<file path="src/rtl/custom_counter_controller.sv">
// Interval sequencer for custom_counter_unit: steps through a programmable
// slot pattern, pulsing load then reset_counter, and counts expiries.
module custom_counter_controller #(
    parameter int NUM_SLOTS   = 4,
    parameter int COUNT_WIDTH = 16,
    localparam int SW         = $clog2(NUM_SLOTS)
) (
    input  logic                   clock,
    input  logic                   resetn,
    input  logic                   start,
    input  logic                   stop,
    input  logic                   slot_we,
    input  logic [SW-1:0]          slot_addr,
    input  logic [1:0]             slot_data,
    input  logic [SW-1:0]          pattern_last,
    input  logic                   one_shot,
    input  logic                   counter_expire,
    output logic                   load,
    output logic [1:0]             load_config,
    output logic                   reset_counter,
    output logic                   irq,
    input  logic                   irq_ack,
    output logic [SW-1:0]          current_slot,
    output logic [COUNT_WIDTH-1:0] expire_count,
    output logic                   busy
);

    typedef enum logic [1:0] {
        S_IDLE,
        S_LOAD,
        S_ARM,
        S_WAIT
    } state_t;

    state_t                 r_state;
    state_t                 w_next;
    logic [1:0]             r_slot [NUM_SLOTS];
    logic [SW-1:0]          r_cur;
    logic [SW-1:0]          r_last;
    logic                   r_one_shot;
    logic                   r_first;
    logic [COUNT_WIDTH-1:0] r_count;
    logic                   r_irq;
    logic                   r_load;
    logic [1:0]             r_cfg;
    logic                   r_rst;

    logic                   w_start_go;
    logic                   w_exp_ok;
    logic                   w_at_last;
    logic                   w_done;
    logic [SW-1:0]          w_cur_nxt;
    logic [1:0]             w_slot_rd;
    logic                   w_load_d;
    logic [1:0]             w_cfg_d;
    logic                   w_rst_d;

    assign w_start_go = (r_state == S_IDLE) && start && !stop;
    // The first WAIT cycle can still see the previous interval's expire.
    assign w_exp_ok   = (r_state == S_WAIT) && !r_first
                        && counter_expire && !stop;
    assign w_at_last  = (r_cur == r_last);
    assign w_done     = w_exp_ok && r_one_shot && w_at_last;

    always_comb begin
        w_cur_nxt = r_cur;
        if (w_start_go) begin
            w_cur_nxt = '0;
        end else if (w_exp_ok && !w_done) begin
            w_cur_nxt = w_at_last ? '0 : SW'(r_cur + 1'b1);
        end
    end

    // Bypass a slot write landing on the edge that enters LOAD.
    always_comb begin
        w_slot_rd = r_slot[w_cur_nxt];
        if (slot_we && (slot_addr == w_cur_nxt)) begin
            w_slot_rd = slot_data;
        end
    end

    always_ff @(posedge clock) begin
        if (!resetn) begin
            r_state <= S_IDLE;
        end else begin
            r_state <= w_next;
        end
    end

    always_comb begin
        w_next = r_state;
        unique case (r_state)
            S_IDLE: begin
                if (w_start_go) begin
                    w_next = S_LOAD;
                end
            end
            S_LOAD: begin
                w_next = stop ? S_IDLE : S_ARM;
            end
            S_ARM: begin
                w_next = stop ? S_IDLE : S_WAIT;
            end
            S_WAIT: begin
                if (stop || w_done) begin
                    w_next = S_IDLE;
                end else if (w_exp_ok) begin
                    w_next = S_LOAD;
                end
            end
            default: begin
                w_next = S_IDLE;
            end
        endcase
    end

    always_comb begin
        w_load_d = (w_next == S_LOAD);
        w_rst_d  = (w_next == S_ARM);
        w_cfg_d  = w_load_d ? w_slot_rd : 2'd0;
    end

    always_ff @(posedge clock) begin
        if (!resetn) begin
            r_load <= 1'b0;
            r_cfg  <= 2'd0;
            r_rst  <= 1'b0;
        end else begin
            r_load <= w_load_d;
            r_cfg  <= w_cfg_d;
            r_rst  <= w_rst_d;
        end
    end

    always_ff @(posedge clock) begin
        if (!resetn) begin
            for (int i = 0; i < NUM_SLOTS; i++) begin
                r_slot[i] <= 2'd1;
            end
        end else if (slot_we) begin
            r_slot[slot_addr] <= slot_data;
        end
    end

    always_ff @(posedge clock) begin
        if (!resetn) begin
            r_cur      <= '0;
            r_last     <= '0;
            r_one_shot <= 1'b0;
            r_first    <= 1'b0;
            r_count    <= '0;
            r_irq      <= 1'b0;
        end else begin
            r_cur   <= w_cur_nxt;
            r_first <= (r_state == S_ARM);
            if (w_start_go) begin
                r_last     <= pattern_last;
                r_one_shot <= one_shot;
            end
            if (w_start_go) begin
                r_count <= '0;
            end else if (w_exp_ok && (r_count != '1)) begin
                r_count <= COUNT_WIDTH'(r_count + 1'b1);
            end
            if (w_exp_ok) begin
                r_irq <= 1'b1;
            end else if (irq_ack) begin
                r_irq <= 1'b0;
            end
        end
    end

    assign load          = r_load;
    assign load_config   = r_cfg;
    assign reset_counter = r_rst;
    assign irq           = r_irq;
    assign current_slot  = r_cur;
    assign expire_count  = r_count;
    assign busy          = (r_state != S_IDLE);

endmodule
</file>
<file path="config.mk">
export PLATFORM = sky130hd
export DESIGN_NAME = custom_counter_controller
export DESIGN_NICKNAME = d
export VERILOG_FILES = /design/src/rtl/custom_counter_controller.sv
export SDC_FILE = /design/constraint.sdc
export NUM_CORES = 1
export LEC_CHECK = 0
export CORE_MARGIN = 2
export CORE_UTILIZATION = 45
export DETAILED_ROUTE_END_ITERATION = 6
export PLACE_DENSITY = 0.72
export SYNTH_ARGS = -nofsm -noshare
export SYNTH_HDL_FRONTEND = slang
export SYNTH_SLANG_ARGS = --single-unit
</file>
<file path="constraint.sdc">
create_clock -name clock -period 7.25 [get_ports clock]
set_input_delay 1.45 -clock clock [delete_from_list [all_inputs] [get_ports clock]]
set_output_delay 1.45 -clock clock [all_outputs]
set_load 0.005 [all_outputs]
</file>
==> flow_metrics.tcl <==
set metrics [dict create \
    path_cells "clkdlybuf4s50_1, nor4b_4, nor4_2, a311oi_4, mux2i_1, mux2_2, or4_1, o21ai_1" \
    io_pins 38 \
    path_clk_slew_ps 70 \
    rsz0062_at_grt "no" \
    grt_overflow 0 \
    clkLatencyLatePin_ps 290 \
    r2r_end "load_config[0]" \
    cp-end-kind "flop" \
    row_count 22 \
    portBuffers 37 \
    r2r-start "r_state[1]" \
    drc_errors 0 \
    max_slew_margin_pct 37.72 \
    core_area_um2 3689 \
    cp.required_ps 7470 \
    drv_cap 0 \
    grt_max_degree 17 \
    antenna_found_initial 0 \
    critPathMaxFanout 9 \
    gp_congestion 0.8001 \
    first_pass_iters 4 \
    tritoncts.num_buffers 5 \
    power.leakage_nw 0.8616 \
    synth_edf_count 8 \
    tightest_slew_ps 926.2 \
    crit_end "load_config[0]" \
    wl_per_cell_um 12.95 \
    antenna_left 0 \
    cts_tree "done" \
    rrSetupSlack_ps 4610 \
    setup_viol_count_final 0 \
    path_depth 8 \
    slowest_stage "nor4b_4" \
    synth.distinct_cells 42 \
    grt_pass1_vias 1404 \
    wirelength_um 3586 \
    yosysWarnings 0 \
    hold_viol_final 0 \
    synth_nets 204 \
    post-route-period-util_pct 53.48 \
    worst_ep_arrival_time_ps 4100 \
    status "finished clean" \
    crit_type "input pin to flop" \
    postCtsHoldBufs 0 \
    area_growth_pct 29.29 \
    vias_per_cell 5.220 \
    htreeDepth 2 \
    synth_ff_type "dfxtp_1" \
    fp.dieArea_um2 4408 \
    finalClockSkew_ps 7.842 \
    final_nets 243 \
    cts.path.max_buffers 2 \
    yosys.area.top_type "dfxtp_1" \
    antenna_cells 0 \
    startpoint_type "input pin" \
    ys_seq_area_share_pct 46.86 \
    setup-tns-final_ps 0 \
    startpoint "stop" \
    pwr_density_cell_nw_per_um2 181.5 \
    synthesis.area_um2 1752 \
    critPathBufInv 1 \
    max_freq_mhz 257.9 \
    cts.sink_count 37 \
    ir_drop_uv 111.7 \
    drive_above_1_share_pct 5.677 \
    slew_viol_final 0 \
    hpwl_um 2581 \
    die_x_um 66.39 \
    netlist_instances 189 \
    r2r.worst_path.cells 7 \
    place_inst 269 \
    synth_top_area_share_pct 33.14 \
    max_stage_delay_ps 530 \
    hp-class "flop to flop" \
    synthTopCellsByArea "dfxtp_1 33%, edfxtp_1 14%, xor2_1 6.0%" \
    instances_no_fill 277 \
    vias 1446 \
    critPathTopFamily "simple AND/OR/NAND/NOR gates" \
    finalCriticalPeriod_ps 3877 \
    cts_resized 0 \
    drt_iter0_markers 63 \
    synth-seq-cells 37 \
    ys_async_sr_fraction_pct 0 \
    postCtsSetupRepairBufs 0 \
    die_height_um 66.39 \
    start_util_pct 47.49 \
    syn_avg_cell_area_um2 9.268 \
    grt_pass1_wl_um 6182 \
    grt_use_total_pct 18.56 \
    root_buffer "clkbuf_8" \
]
flip-flops by register name, indices dropped and copies added, names as in the netlist:
| register | count |
|---|---|
| irq | 1 |
| reset_counter | 1 |
| load_config | 2 |
| r_last | 2 |
| r_one_shot | 1 |
| current_slot | 2 |
| expire_count | 16 |
| r_state | 2 |
| r_slot | 8 |
| r_first | 1 |
| load | 1 |
final cells by class:
type,count,area (um^2)
Timing Repair Buffer,37,370.4
Clock buffer,7,97.59
Tap cell,48,60.06
Sequential cell,37,820.8
Clock inverter,1,5.005
Inverter,8,30.03
Multi-Input combinational cell,139,880.8
Fill cell,336,1424
worst min-delay path, stage by stage, from the launching register on:
cell and delay, ps:
dfxtp_1 320, nand2_1 50, a21oi_1 50
worst min-delay path by stage:
stage / start / end / slack (ps) / cells past startpoint
finish: r_last[0] / r_last[0] / 470 / 2
global route: r_last[0] / r_last[0] / 490 / 2
CTS: r_last[1] / r_last[1] / 480 / 2
detailed placement: r_last[0] / r_last[0] / 470 / 2
global placement: r_last[1] / r_last[1] / 460 / 2
floorplan: r_last[0] / r_last[0] / 450 / 2
cells by family after synthesis:
family                   Yosys count  share of synthesized area [%]
XOR/XNOR                          16                          8.000
multiplexers                       8                          4.714
flip-flops                        37                          46.86
buffers and inverters             13                          2.857
AO/OA/AOI/OAI                     23                          9.143
adder cells (fa/ha/maj)            1                         0.7142
AND/OR/NAND/NOR                   91                          27.72
layer usage:
layer  GRT usage (%)  part of all wire (%)  vias up
li1                -                     -      745
met1           23.81                    49      658
met2           28.88                    46       41
met3           6.644                   4.6        2
met4           6.122                  0.70        0
met5               0                     0        -
layout by cell type (no fill, tap or decap), drive strengths merged, types with 2 or more instances in the layout:
master,netlist,final
mux2i,6,6
nor2,24,24
dfxtp,29,29
clkbuf,4,7
or4,3,3
clkdlybuf4s50,0,37
mux2,2,2
nand4,3,3
and3,5,5
inv,8,8
nor4,2,2
nand2,21,21
and4,2,2
nor3b,2,2
edfxtp,8,8
a21oi,7,7
or3,3,3
o21ai,8,8
xor2,12,12
xnor2,4,4
nand3,8,8
nor3,6,6
and2,4,4
power breakdown:
group / leakage, nW / switching [mW] / internal, mW
sequential: 0.313 / 0.00254 / 0.216
clock: 0.0534 / 0.0737 / 0.0882
combinational: 0.495 / 0.0162 / 0.0146
total: 0.862 / 0.0924 / 0.319
synth_stat cells, types with 3 or more instances:
cell      count
dfxtp_1      29
nor2_1       24
nand2_1      21
xor2_1       12
edfxtp_1      8
inv_1         8
nand3_1       8
a21oi_1       7
o21ai_0       7
mux2i_1       6
nor3_1        6
and3_1        5
and2_1        4
clkbuf_1      4
xnor2_1       4
nand4_1       3
or3_1         3
or4_1         3
through the flow:
step                hold WS, ps  power, mW  setup slack [ps]  instance area [um^2]  util, %
finish                    474.2     0.4110              3373                  2265    61.40
global route              487.8     0.4309              3276                  2265    61.40
CTS                       479.0     0.4172              3376                  2265    61.40
detailed placement        468.4     0.2538              3088                  2162    58.62
global placement          459.7     0.2537              3168                  2162    58.62
floorplan                 448.1     0.2389              3881                  1752        -
No activity file was read; power rests on OpenSTA's default activity.
